## config.mk

```make
export PLATFORM = sky130hd
export DESIGN_NAME = multicycle_ctrl_flat
export DESIGN_NICKNAME = d
export VERILOG_FILES = /design/src/rtl/multicycle_ctrl_pkg.sv /design/src/rtl/multicycle_ctrl_if.sv /design/src/rtl/multicycle_ctrl_alu_decoder.sv /design/src/rtl/multicycle_ctrl.sv /design/src/flat_wrapper.sv
export SDC_FILE = /design/constraint.sdc
export NUM_CORES = 1
export LEC_CHECK = 0
export BUFFER_PORTS_ARGS = -buffer_cell sky130_fd_sc_hd__buf_2
export CORE_MARGIN = 4
export CORE_UTILIZATION = 45
export CTS_CLUSTER_DIAMETER = 120
export DETAILED_ROUTE_END_ITERATION = 10
export PLACE_DENSITY = 0.79
export RECOVER_POWER = 50
export SYNTH_ARGS = -nofsm -noshare
export SYNTH_HDL_FRONTEND = slang
export SYNTH_SLANG_ARGS = --single-unit
```

## constraint.sdc

```tcl
create_clock -name clk -period 1.8 [get_ports clk]
set_input_delay 0.18 -clock clk [delete_from_list [all_inputs] [get_ports clk]]
set_output_delay 0.18 -clock clk [all_outputs]
set_load 0.01 [all_outputs]
```

## src/rtl/multicycle_ctrl_pkg.sv

```systemverilog
// Shared definitions for the multicycle RV32I control path: FSM states, opcodes, datapath select encodings.
// Pure declarations, no logic or latency.
package multicycle_ctrl_pkg;

    typedef enum logic [3:0] {
        S_FETCH, S_DECODE, S_MEMADR, S_MEMREAD, S_MEMWB, S_MEMWRITE,
        S_EXECUTER, S_EXECUTEI, S_ALUWB, S_BRANCH, S_JAL
    } state_t;

    typedef enum logic [1:0] {
        ALUOP_ADD   = 2'b00,
        ALUOP_SUB   = 2'b01,
        ALUOP_FUNCT = 2'b10
    } alu_op_t;

    localparam logic [6:0] OP_LW     = 7'b0000011;
    localparam logic [6:0] OP_SW     = 7'b0100011;
    localparam logic [6:0] OP_RALU   = 7'b0110011;
    localparam logic [6:0] OP_IALU   = 7'b0010011;
    localparam logic [6:0] OP_BRANCH = 7'b1100011;
    localparam logic [6:0] OP_JAL    = 7'b1101111;

    localparam logic [2:0] ALU_ADD = 3'b000;
    localparam logic [2:0] ALU_SUB = 3'b001;
    localparam logic [2:0] ALU_AND = 3'b010;
    localparam logic [2:0] ALU_OR  = 3'b011;
    localparam logic [2:0] ALU_SLT = 3'b101;

    localparam logic [1:0] RES_ALUOUT    = 2'b00;
    localparam logic [1:0] RES_DATA      = 2'b01;
    localparam logic [1:0] RES_ALURESULT = 2'b10;

    localparam logic [1:0] SRCA_PC    = 2'b00;
    localparam logic [1:0] SRCA_OLDPC = 2'b01;
    localparam logic [1:0] SRCA_RS1   = 2'b10;

    localparam logic [1:0] SRCB_RS2  = 2'b00;
    localparam logic [1:0] SRCB_IMM  = 2'b01;
    localparam logic [1:0] SRCB_FOUR = 2'b10;

    localparam logic [1:0] IMM_I = 2'b00;
    localparam logic [1:0] IMM_S = 2'b01;
    localparam logic [1:0] IMM_B = 2'b10;
    localparam logic [1:0] IMM_J = 2'b11;

endpackage

```

## src/rtl/multicycle_ctrl_if.sv

```systemverilog
// Instruction-field inputs and datapath control outputs of the multicycle sequencer.
// master = datapath side (drives IR fields, flags, mem_ready); slave = controller.
interface multicycle_ctrl_if;
    logic [6:0] op;
    logic [2:0] funct3;
    logic       funct7b5;
    logic       zero;
    logic       mem_ready;
    logic       PCWrite;
    logic       AdrSrc;
    logic       MemWrite;
    logic       IRWrite;
    logic [1:0] ResultSrc;
    logic [1:0] ALUSrcA;
    logic [1:0] ALUSrcB;
    logic [2:0] ALUControl;
    logic [1:0] ImmSrc;
    logic       RegWrite;
    logic       instr_done;
    logic       illegal;

    modport master (
        output op, funct3, funct7b5, zero, mem_ready,
        input  PCWrite, AdrSrc, MemWrite, IRWrite, ResultSrc, ALUSrcA, ALUSrcB,
               ALUControl, ImmSrc, RegWrite, instr_done, illegal
    );

    modport slave (
        input  op, funct3, funct7b5, zero, mem_ready,
        output PCWrite, AdrSrc, MemWrite, IRWrite, ResultSrc, ALUSrcA, ALUSrcB,
               ALUControl, ImmSrc, RegWrite, instr_done, illegal
    );
endinterface

```

## src/rtl/multicycle_ctrl_alu_decoder.sv

```systemverilog
// ALUOp + funct fields -> ALUControl; purely combinational, no backpressure.
module alu_decoder
    import multicycle_ctrl_pkg::*;
(
    input  alu_op_t    alu_op,
    input  logic [2:0] funct3,
    input  logic       funct7b5,
    input  logic       op5,
    output logic [2:0] alu_control
);
    always_comb begin
        alu_control = ALU_ADD;
        unique case (alu_op)
            ALUOP_SUB: alu_control = ALU_SUB;
            ALUOP_FUNCT: begin
                case (funct3)
                    // funct7b5 only selects sub for register ops; addi keeps it as imm bit
                    3'b000:  alu_control = (funct7b5 & op5) ? ALU_SUB : ALU_ADD;
                    3'b010:  alu_control = ALU_SLT;
                    3'b110:  alu_control = ALU_OR;
                    3'b111:  alu_control = ALU_AND;
                    default: alu_control = ALU_ADD;
                endcase
            end
            default: alu_control = ALU_ADD;
        endcase
    end
endmodule

```

## src/rtl/multicycle_ctrl.sv

```systemverilog
// Multicycle RV32I sequencer: lw 5, sw/R/I/jal 4, branch 3 cycles with mem_ready high.
// mem_ready low stalls FETCH/MEMREAD/MEMWRITE one cycle per low cycle; rst zeroes all outputs at once.
module multicycle_ctrl
    import multicycle_ctrl_pkg::*;
#(
    parameter bit USE_MEM_READY = 1'b1
) (
    input  logic             clk,
    input  logic             rst,
    multicycle_ctrl_if.slave bus
);
    state_t     state_q, state_d;
    logic       rdy;
    logic       pc_write, adr_src, mem_write, ir_write, reg_write, instr_done, illegal;
    logic [1:0] res_src, src_a, src_b, imm_src;
    alu_op_t    alu_op;
    logic [2:0] alu_ctrl;

    assign rdy = USE_MEM_READY ? bus.mem_ready : 1'b1;

    always_ff @(posedge clk or posedge rst) begin
        if (rst) state_q <= S_FETCH;
        else     state_q <= state_d;
    end

    always_comb begin
        state_d    = state_q;
        pc_write   = 1'b0;
        adr_src    = 1'b0;
        mem_write  = 1'b0;
        ir_write   = 1'b0;
        reg_write  = 1'b0;
        instr_done = 1'b0;
        illegal    = 1'b0;
        res_src    = RES_ALUOUT;
        src_a      = SRCA_PC;
        src_b      = SRCB_RS2;
        alu_op     = ALUOP_ADD;
        unique case (state_q)
            S_FETCH: begin
                src_b   = SRCB_FOUR;
                res_src = RES_ALURESULT;
                if (rdy) begin
                    ir_write = 1'b1;
                    pc_write = 1'b1;
                    state_d  = S_DECODE;
                end
            end
            S_DECODE: begin
                // precompute branch target into ALUOut
                src_a = SRCA_OLDPC;
                src_b = SRCB_IMM;
                case (bus.op)
                    OP_LW, OP_SW: state_d = S_MEMADR;
                    OP_RALU:      state_d = S_EXECUTER;
                    OP_IALU:      state_d = S_EXECUTEI;
                    OP_BRANCH:    state_d = S_BRANCH;
                    OP_JAL:       state_d = S_JAL;
                    default: begin
                        illegal = 1'b1;
                        state_d = S_FETCH;
                    end
                endcase
            end
            S_MEMADR: begin
                src_a   = SRCA_RS1;
                src_b   = SRCB_IMM;
                state_d = (bus.op == OP_LW) ? S_MEMREAD : S_MEMWRITE;
            end
            S_MEMREAD: begin
                adr_src = 1'b1;
                if (rdy) state_d = S_MEMWB;
            end
            S_MEMWB: begin
                res_src    = RES_DATA;
                reg_write  = 1'b1;
                instr_done = 1'b1;
                state_d    = S_FETCH;
            end
            S_MEMWRITE: begin
                adr_src   = 1'b1;
                mem_write = 1'b1;
                if (rdy) begin
                    instr_done = 1'b1;
                    state_d    = S_FETCH;
                end
            end
            S_EXECUTER, S_EXECUTEI: begin
                src_a   = SRCA_RS1;
                src_b   = (state_q == S_EXECUTEI) ? SRCB_IMM : SRCB_RS2;
                alu_op  = ALUOP_FUNCT;
                state_d = S_ALUWB;
            end
            S_ALUWB: begin
                reg_write  = 1'b1;
                instr_done = 1'b1;
                state_d    = S_FETCH;
            end
            S_BRANCH: begin
                src_a      = SRCA_RS1;
                alu_op     = ALUOP_SUB;
                pc_write   = bus.zero ^ bus.funct3[0];
                instr_done = 1'b1;
                state_d    = S_FETCH;
            end
            S_JAL: begin
                // PC takes the target from ALUOut while ALU forms OldPC+4 for rd
                src_a    = SRCA_OLDPC;
                src_b    = SRCB_FOUR;
                pc_write = 1'b1;
                state_d  = S_ALUWB;
            end
            default: state_d = S_FETCH;
        endcase
    end

    always_comb begin
        case (bus.op)
            OP_SW:     imm_src = IMM_S;
            OP_BRANCH: imm_src = IMM_B;
            OP_JAL:    imm_src = IMM_J;
            default:   imm_src = IMM_I;
        endcase
    end

    alu_decoder u_alu_decoder (
        .alu_op      (alu_op),
        .funct3      (bus.funct3),
        .funct7b5    (bus.funct7b5),
        .op5         (bus.op[5]),
        .alu_control (alu_ctrl)
    );

    assign bus.PCWrite    = pc_write   & ~rst;
    assign bus.AdrSrc     = adr_src    & ~rst;
    assign bus.MemWrite   = mem_write  & ~rst;
    assign bus.IRWrite    = ir_write   & ~rst;
    assign bus.RegWrite   = reg_write  & ~rst;
    assign bus.instr_done = instr_done & ~rst;
    assign bus.illegal    = illegal    & ~rst;
    assign bus.ResultSrc  = rst ? 2'b00 : res_src;
    assign bus.ALUSrcA    = rst ? 2'b00 : src_a;
    assign bus.ALUSrcB    = rst ? 2'b00 : src_b;
    assign bus.ImmSrc     = rst ? 2'b00 : imm_src;
    assign bus.ALUControl = rst ? ALU_ADD : alu_ctrl;

endmodule

```

## src/flat_wrapper.sv

```systemverilog
// flat-port wrapper written by rule: the top's interface ports become plain ports
module multicycle_ctrl_flat import multicycle_ctrl_pkg::*;
#(
    parameter bit USE_MEM_READY = 1'b1
)
  (clk, rst, bus_op, bus_funct3, bus_funct7b5, bus_zero, bus_mem_ready, bus_PCWrite, bus_AdrSrc, bus_MemWrite, bus_IRWrite, bus_ResultSrc, bus_ALUSrcA, bus_ALUSrcB, bus_ALUControl, bus_ImmSrc, bus_RegWrite, bus_instr_done, bus_illegal);
  multicycle_ctrl_if bus_i ();
  input  logic clk;
  input  logic rst;
  input wire logic [$bits(bus_i.op)-1:0] bus_op;
  input wire logic [$bits(bus_i.funct3)-1:0] bus_funct3;
  input wire logic [$bits(bus_i.funct7b5)-1:0] bus_funct7b5;
  input wire logic [$bits(bus_i.zero)-1:0] bus_zero;
  input wire logic [$bits(bus_i.mem_ready)-1:0] bus_mem_ready;
  output wire logic [$bits(bus_i.PCWrite)-1:0] bus_PCWrite;
  output wire logic [$bits(bus_i.AdrSrc)-1:0] bus_AdrSrc;
  output wire logic [$bits(bus_i.MemWrite)-1:0] bus_MemWrite;
  output wire logic [$bits(bus_i.IRWrite)-1:0] bus_IRWrite;
  output wire logic [$bits(bus_i.ResultSrc)-1:0] bus_ResultSrc;
  output wire logic [$bits(bus_i.ALUSrcA)-1:0] bus_ALUSrcA;
  output wire logic [$bits(bus_i.ALUSrcB)-1:0] bus_ALUSrcB;
  output wire logic [$bits(bus_i.ALUControl)-1:0] bus_ALUControl;
  output wire logic [$bits(bus_i.ImmSrc)-1:0] bus_ImmSrc;
  output wire logic [$bits(bus_i.RegWrite)-1:0] bus_RegWrite;
  output wire logic [$bits(bus_i.instr_done)-1:0] bus_instr_done;
  output wire logic [$bits(bus_i.illegal)-1:0] bus_illegal;
  assign bus_i.op = bus_op;
  assign bus_i.funct3 = bus_funct3;
  assign bus_i.funct7b5 = bus_funct7b5;
  assign bus_i.zero = bus_zero;
  assign bus_i.mem_ready = bus_mem_ready;
  assign bus_PCWrite = bus_i.PCWrite;
  assign bus_AdrSrc = bus_i.AdrSrc;
  assign bus_MemWrite = bus_i.MemWrite;
  assign bus_IRWrite = bus_i.IRWrite;
  assign bus_ResultSrc = bus_i.ResultSrc;
  assign bus_ALUSrcA = bus_i.ALUSrcA;
  assign bus_ALUSrcB = bus_i.ALUSrcB;
  assign bus_ALUControl = bus_i.ALUControl;
  assign bus_ImmSrc = bus_i.ImmSrc;
  assign bus_RegWrite = bus_i.RegWrite;
  assign bus_instr_done = bus_i.instr_done;
  assign bus_illegal = bus_i.illegal;
  multicycle_ctrl #(.USE_MEM_READY(USE_MEM_READY)) u_core (.clk(clk), .rst(rst), .bus(bus_i));
endmodule
```

# After elaboration in Yosys (flattened, before gate mapping)
# Cells that the tools add are included.
# Widths: inputs -> output; s select.
# word_totals
register_bits,4
input_bits,15
# op_classes
n_eq_ne,24
mux,29
bitwise_logic,10
n_reduce_logical,14
# op_table
cell,n
$pmux 4 s6,1
$pmux 4 s5,1
$eq 4x3->1 const B,4
$eq 7x6->1 const B,2
$eq 7x7->1 const B,2
$reduce_or 2->1,7
$eq 4x4->1 const B,3
$mux 4,3
$pmux 2 s2,3
$pmux 2 s3,2
$pmux 3 s4,1
$mux 1,9
$and 1x1->1,8
$eq 4x2->1 const B,2
$mux 2,4
$eq 7x2->1 const B,1
$eq 7x5->1 const B,1
$eq 3x3->1 const B,2
$mux 3,2
$ne 2x2->1 const B,3
$pmux 3 s2,1
$reduce_or 3->1,2
$reduce_or 6->1,1
$eq 4x1->1 const B,1
other kinds (11),11

# Depth between registers and ports, before layout
# depth
word_depth,6
mapped_depth,7
depth_no_buf,6

# By module
# Synthesis repeated with hierarchy kept, for this count alone.
# hier_totals
hier_cells,98
area_unflattened_um2,718.2
# by_module_without_submodules
module,n_inst,cells_per_inst,area_each_um2,seq_area_each_um2
multicycle_ctrl,1,87,621.8,100.1
alu_decoder,1,11,96.3,0.0

# Least setup slack after synthesis
# No wires, ideal clock.
# synth_timing
kind,reg2out
startpoint,register u_core.state_q[3]
endpoint,output port bus_ALUControl[2]
t_arrival_ps,1631
t_required_ps,1620
setup_slack_ps,-11
path_stages_with_launch,8
path_cell_list,dfrtp_1 -> buf_6 -> nand2b_1 -> nor2_1 -> ha_1 -> nor2_1 -> nand3_1 -> nor3_1
# synth_via
elab_chain_len,6
word_cells_on_any_way,9
classes_between,eq/ne (5); mux (3); reduce/logical (1)
# synth_rtl
item,line,source
"start, declared",multicycle_ctrl.sv:12,"state_t state_q, state_d;"
"start signal, assigned",multicycle_ctrl.sv:23,else state_q <= state_d;
$eq 4x3->1,multicycle_ctrl.sv:39,unique case (state_q)
$reduce_or 2->1,n/a,
$pmux 2 s2 *,multicycle_ctrl.sv:39,
$eq 2x2->1 / $eq 2x1->1 (equally long branches),multicycle_ctrl_alu_decoder.sv:13,unique case (alu_op)
$pmux 3 s2 *,multicycle_ctrl_alu_decoder.sv:13,
$mux 3 *,multicycle_ctrl.sv:145,assign bus.ALUControl = rst ? ALU_ADD : alu_ctrl;
"end, declared",flat_wrapper.sv:22,output wire logic [$bits(bus_i.ALUControl)-1:0] bus_ALUControl;
# Mark *: on every way between the ends. The rest lies on a longest branch, timed or not.

# Final worst setup path
# layout_timing
startpoint,register u_core.state_q[0]
endpoint,output port bus_PCWrite
# layout_via
elab_chain_len,3
word_cells_on_any_way,5
classes_between,eq/ne (2); mux (1); bitwise (1); reduce/logical (1)
# layout_rtl
item,line,source
$eq 4x4->1 / $logic_not 4->1 (equally long branches),multicycle_ctrl.sv:39,
$pmux 1 s3 *,multicycle_ctrl.sv:39,
$and 1x1->1 *,multicycle_ctrl.sv:134,assign bus.PCWrite = pc_write & ~rst;
"end, declared",flat_wrapper.sv:15,output wire logic [$bits(bus_i.PCWrite)-1:0] bus_PCWrite;
# Marked as above.

==> flow_summary_export.csv <==
group,metric,value,unit
outcome,violations,"negative setup slack",
finish,drive_above_1_share,0.503,
floorplanning,fp.dieH,46.6,um
power,total_power,455,uW
clock_tree,clock_sinks,4,
sta,tightest_slew,315,ps
finish,top_register,"u_core.state_q",
synth,synthTopCellsByCount,"10 x nand2_1, 9 x nor2_1, 8 x a21oi_1, 8 x nor3_1, 7 x o21ai_0",
sta,fin_worst_skew,0.591,ps
clock_tree,cts_tree,"yes",
synth,synth_edf_count,0,
finish,regArea,101,um^2
sta,rsz0062_at_grt,"yes",
clock_tree,clk_pin_slew,40,ps
grt,grt_max_degree,12,
setup_path,required,1620,ps
power,ir_worst_vdd,0.242,mV
sta,max_freq,0.543,GHz
clock_tree,cts_buffer_depth,2,
hold_path,min_path_cells,3,
routing,wl_per_cell,15.8,um
synth,syn_avg_cell_area,6.99,um^2
synth,synth_most_common_cell,"nand2_1",
place,dp_hpwl,1.56,mm
synth,synth_seq_area_share,0.149,
synth,yosysTopAreaCellShare,0.149,
routing,drt-total-wl,2.52,mm
floorplanning,initial_core_util,0.497,
synth,netlist_instances,96,
routing,firstDrtPassIters,4,
floorplanning,io_pins,33,
synth,synthArstFlopShare,1.00,
routing,vias_per_cell,5.88,
routing,vias,941,
floorplanning,die_w,46.6,um
synth,synthFlopType,"dfrtp_1",
sta,drv_slew,0,
grt,grt_usage,0.243,
grt,globalRoute.totalOverflow,0,
sta,fin_crit_sh,1.02,
sta,min_period,1840,ps
routing,ant_nets,0,
routing,drc_errors,0,
finish,multiInputGateArea,588,um^2
hold_path,worst_hold_path_type,"in2reg",
routing,drt_first_iter_violations,20,
clock_tree,clockRootBuffer,"clkbuf_4",
setup_path,path_class,"reg2out",
setup_path,r2r_cells,8,
floorplanning,core_area,1350,um^2
sta,hold_violations,0,
synth,yosysWarnings,0,
clock_tree,cts_made_buffers,3,
synth,syn-num-nets,113,
floorplanning,num_rows,13,
setup_path,worst_setup_path_start_kind,"flop",
outcome,status,"finished with violations",
grt,antenna_found_initial,0,
sta,slew_headroom,0.785,
clock_tree,htree_levels,1,
power,leakagePower,0.524,nW
sta,setup_violations,3,
place,io_buffers,32,
sta,layout_setup_ws,-41.2,ps
finish,synthToLayoutAreaGrowth,60.1,%
grt,grt_pass1_wl,3.66,mm
setup_path,crit_path_end_kind,"primary output",
synth,syn_area,671,um^2
floorplanning,dieArea,2170,um^2
setup_path,critical_path.max_fanout,2,
place,gp_congestion,0.860,
finish,largest_reg_flops,4,
clock_tree,clock_latency,250,ps
finish,final_util,0.795,
synth,synth_cell_types,38,
finish,reg_top3,"u_core.state_q x4",
power,powerDensity,424,nW/um^2
finish,nNetsFinal,164,
finish,antennaDiodeCount,0,
synth,yosysTopAreaCell,"dfrtp_1",
grt,grt_pass1_vias,829,
synth,ys_ff_latch,4,
place,dp_slack,49.5,ps
synth,synth.area.top_cells,"dfrtp_1 15%, a21oi_1 6.0%, nor3_1 6.0%",
setup_path,cp_data_arrival_time,1660,ps
job,cap_viol_max_count,0,
finish,fillers,99,
[timing repair]
item | 4_1_cts | 5_1_grt
hold endpoints to repair | 4 | 0
hold buffers | 1 | 0
buffers inserted | 8 | 3
resized for setup | 10 | 15
setup endpoints to repair | 4 | 9
pin swaps | 2 | 4
[cells in the final DEF (no fill, tap or decap), types with 2 or more instances in the layout]
master     n
nor2_1     6
or3_1      2
nor3_1     7
o21ai_1    2
buf_2     32
nor2b_1    2
buf_6      4
nand2_1    8
o21ai_0    6
nor2_4     3
dfrtp_1    3
buf_4     14
clkbuf_4   3
inv_1      6
nor2b_4    2
a31oi_1    2
and3_1     2
a21oi_1    8
[critical path, cell delays in order (launching register included)]
cell and delay [ps]:
dfrtp_1 390, buf_6 130, or3_4 390, nor3_4 130, and2_4 170, a31o_1 90
buf_2 120
[layer usage]
metal  track usage  part of all wire  vias up  wire, um
met1         0.290              0.41      436      1030
met3        0.0508             0.074       10       186
met5             0                 0        -         0
li1              -                 -      448         -
met2         0.415              0.49       47      1230
met4         0.102             0.031        0        77
[worst paths after layout]
| check | start | to | slack, ps |
|---|---|---|---|
| setup / recovery | u_core.state_q[0] | bus_PCWrite | -40 |
| hold / removal | bus_op[1] | u_core.state_q[1] | 270 |
| setup reg to reg | u_core.state_q[0] | u_core.state_q[2] | 180 |
| hold reg to reg | u_core.state_q[1] | u_core.state_q[3] | 600 |
| max in group asynchronous | rst | u_core.state_q[1] | 990 |
| min in group asynchronous | rst | u_core.state_q[3] | 580 |
[final cells by class]
type	instances	area share
Multi-Input combinational cell	81	0.548
Tap cell	15	0.0175
Clock buffer	3	0.0210
Timing Repair Buffer	51	0.298
Sequential cell	4	0.0944
Inverter	6	0.0210
[per-stage QoR]
stage | hold WS, ps | setup TNS [ps] | area [um^2] | std cells
2_1_floorplan | 92.0 | 0 | 676 | 96
3_3_place_gp | 213 | 0 | 855 | 145
3_5_place_dp | 214 | 0 | 855 | 145
4_1_cts | 241 | -47.9 | 985 | 157
5_1_grt | 286 | -434 | 1070 | 160
6_report | 270 | -80.0 | 1070 | 160
[cell families (layout without fill, tap and decap cells)]
group           Yosys count  in the layout  share of synthesized area
simple gates             50             50                      0.418
compound gates           26             26                      0.244
buf+inv                  11             60                      0.112
flops                     4              4                      0.149
xor+xnor                  3              3                     0.0392
fa+ha+maj                 2              2                     0.0373
[power breakdown]
group	switching [mW]	internal (mW)
combinational	0.120	0.115
clock	0.0453	0.0751
sequential	0.00469	0.0952
total	0.170	0.285
No activity file was read; power rests on OpenSTA's default activity.
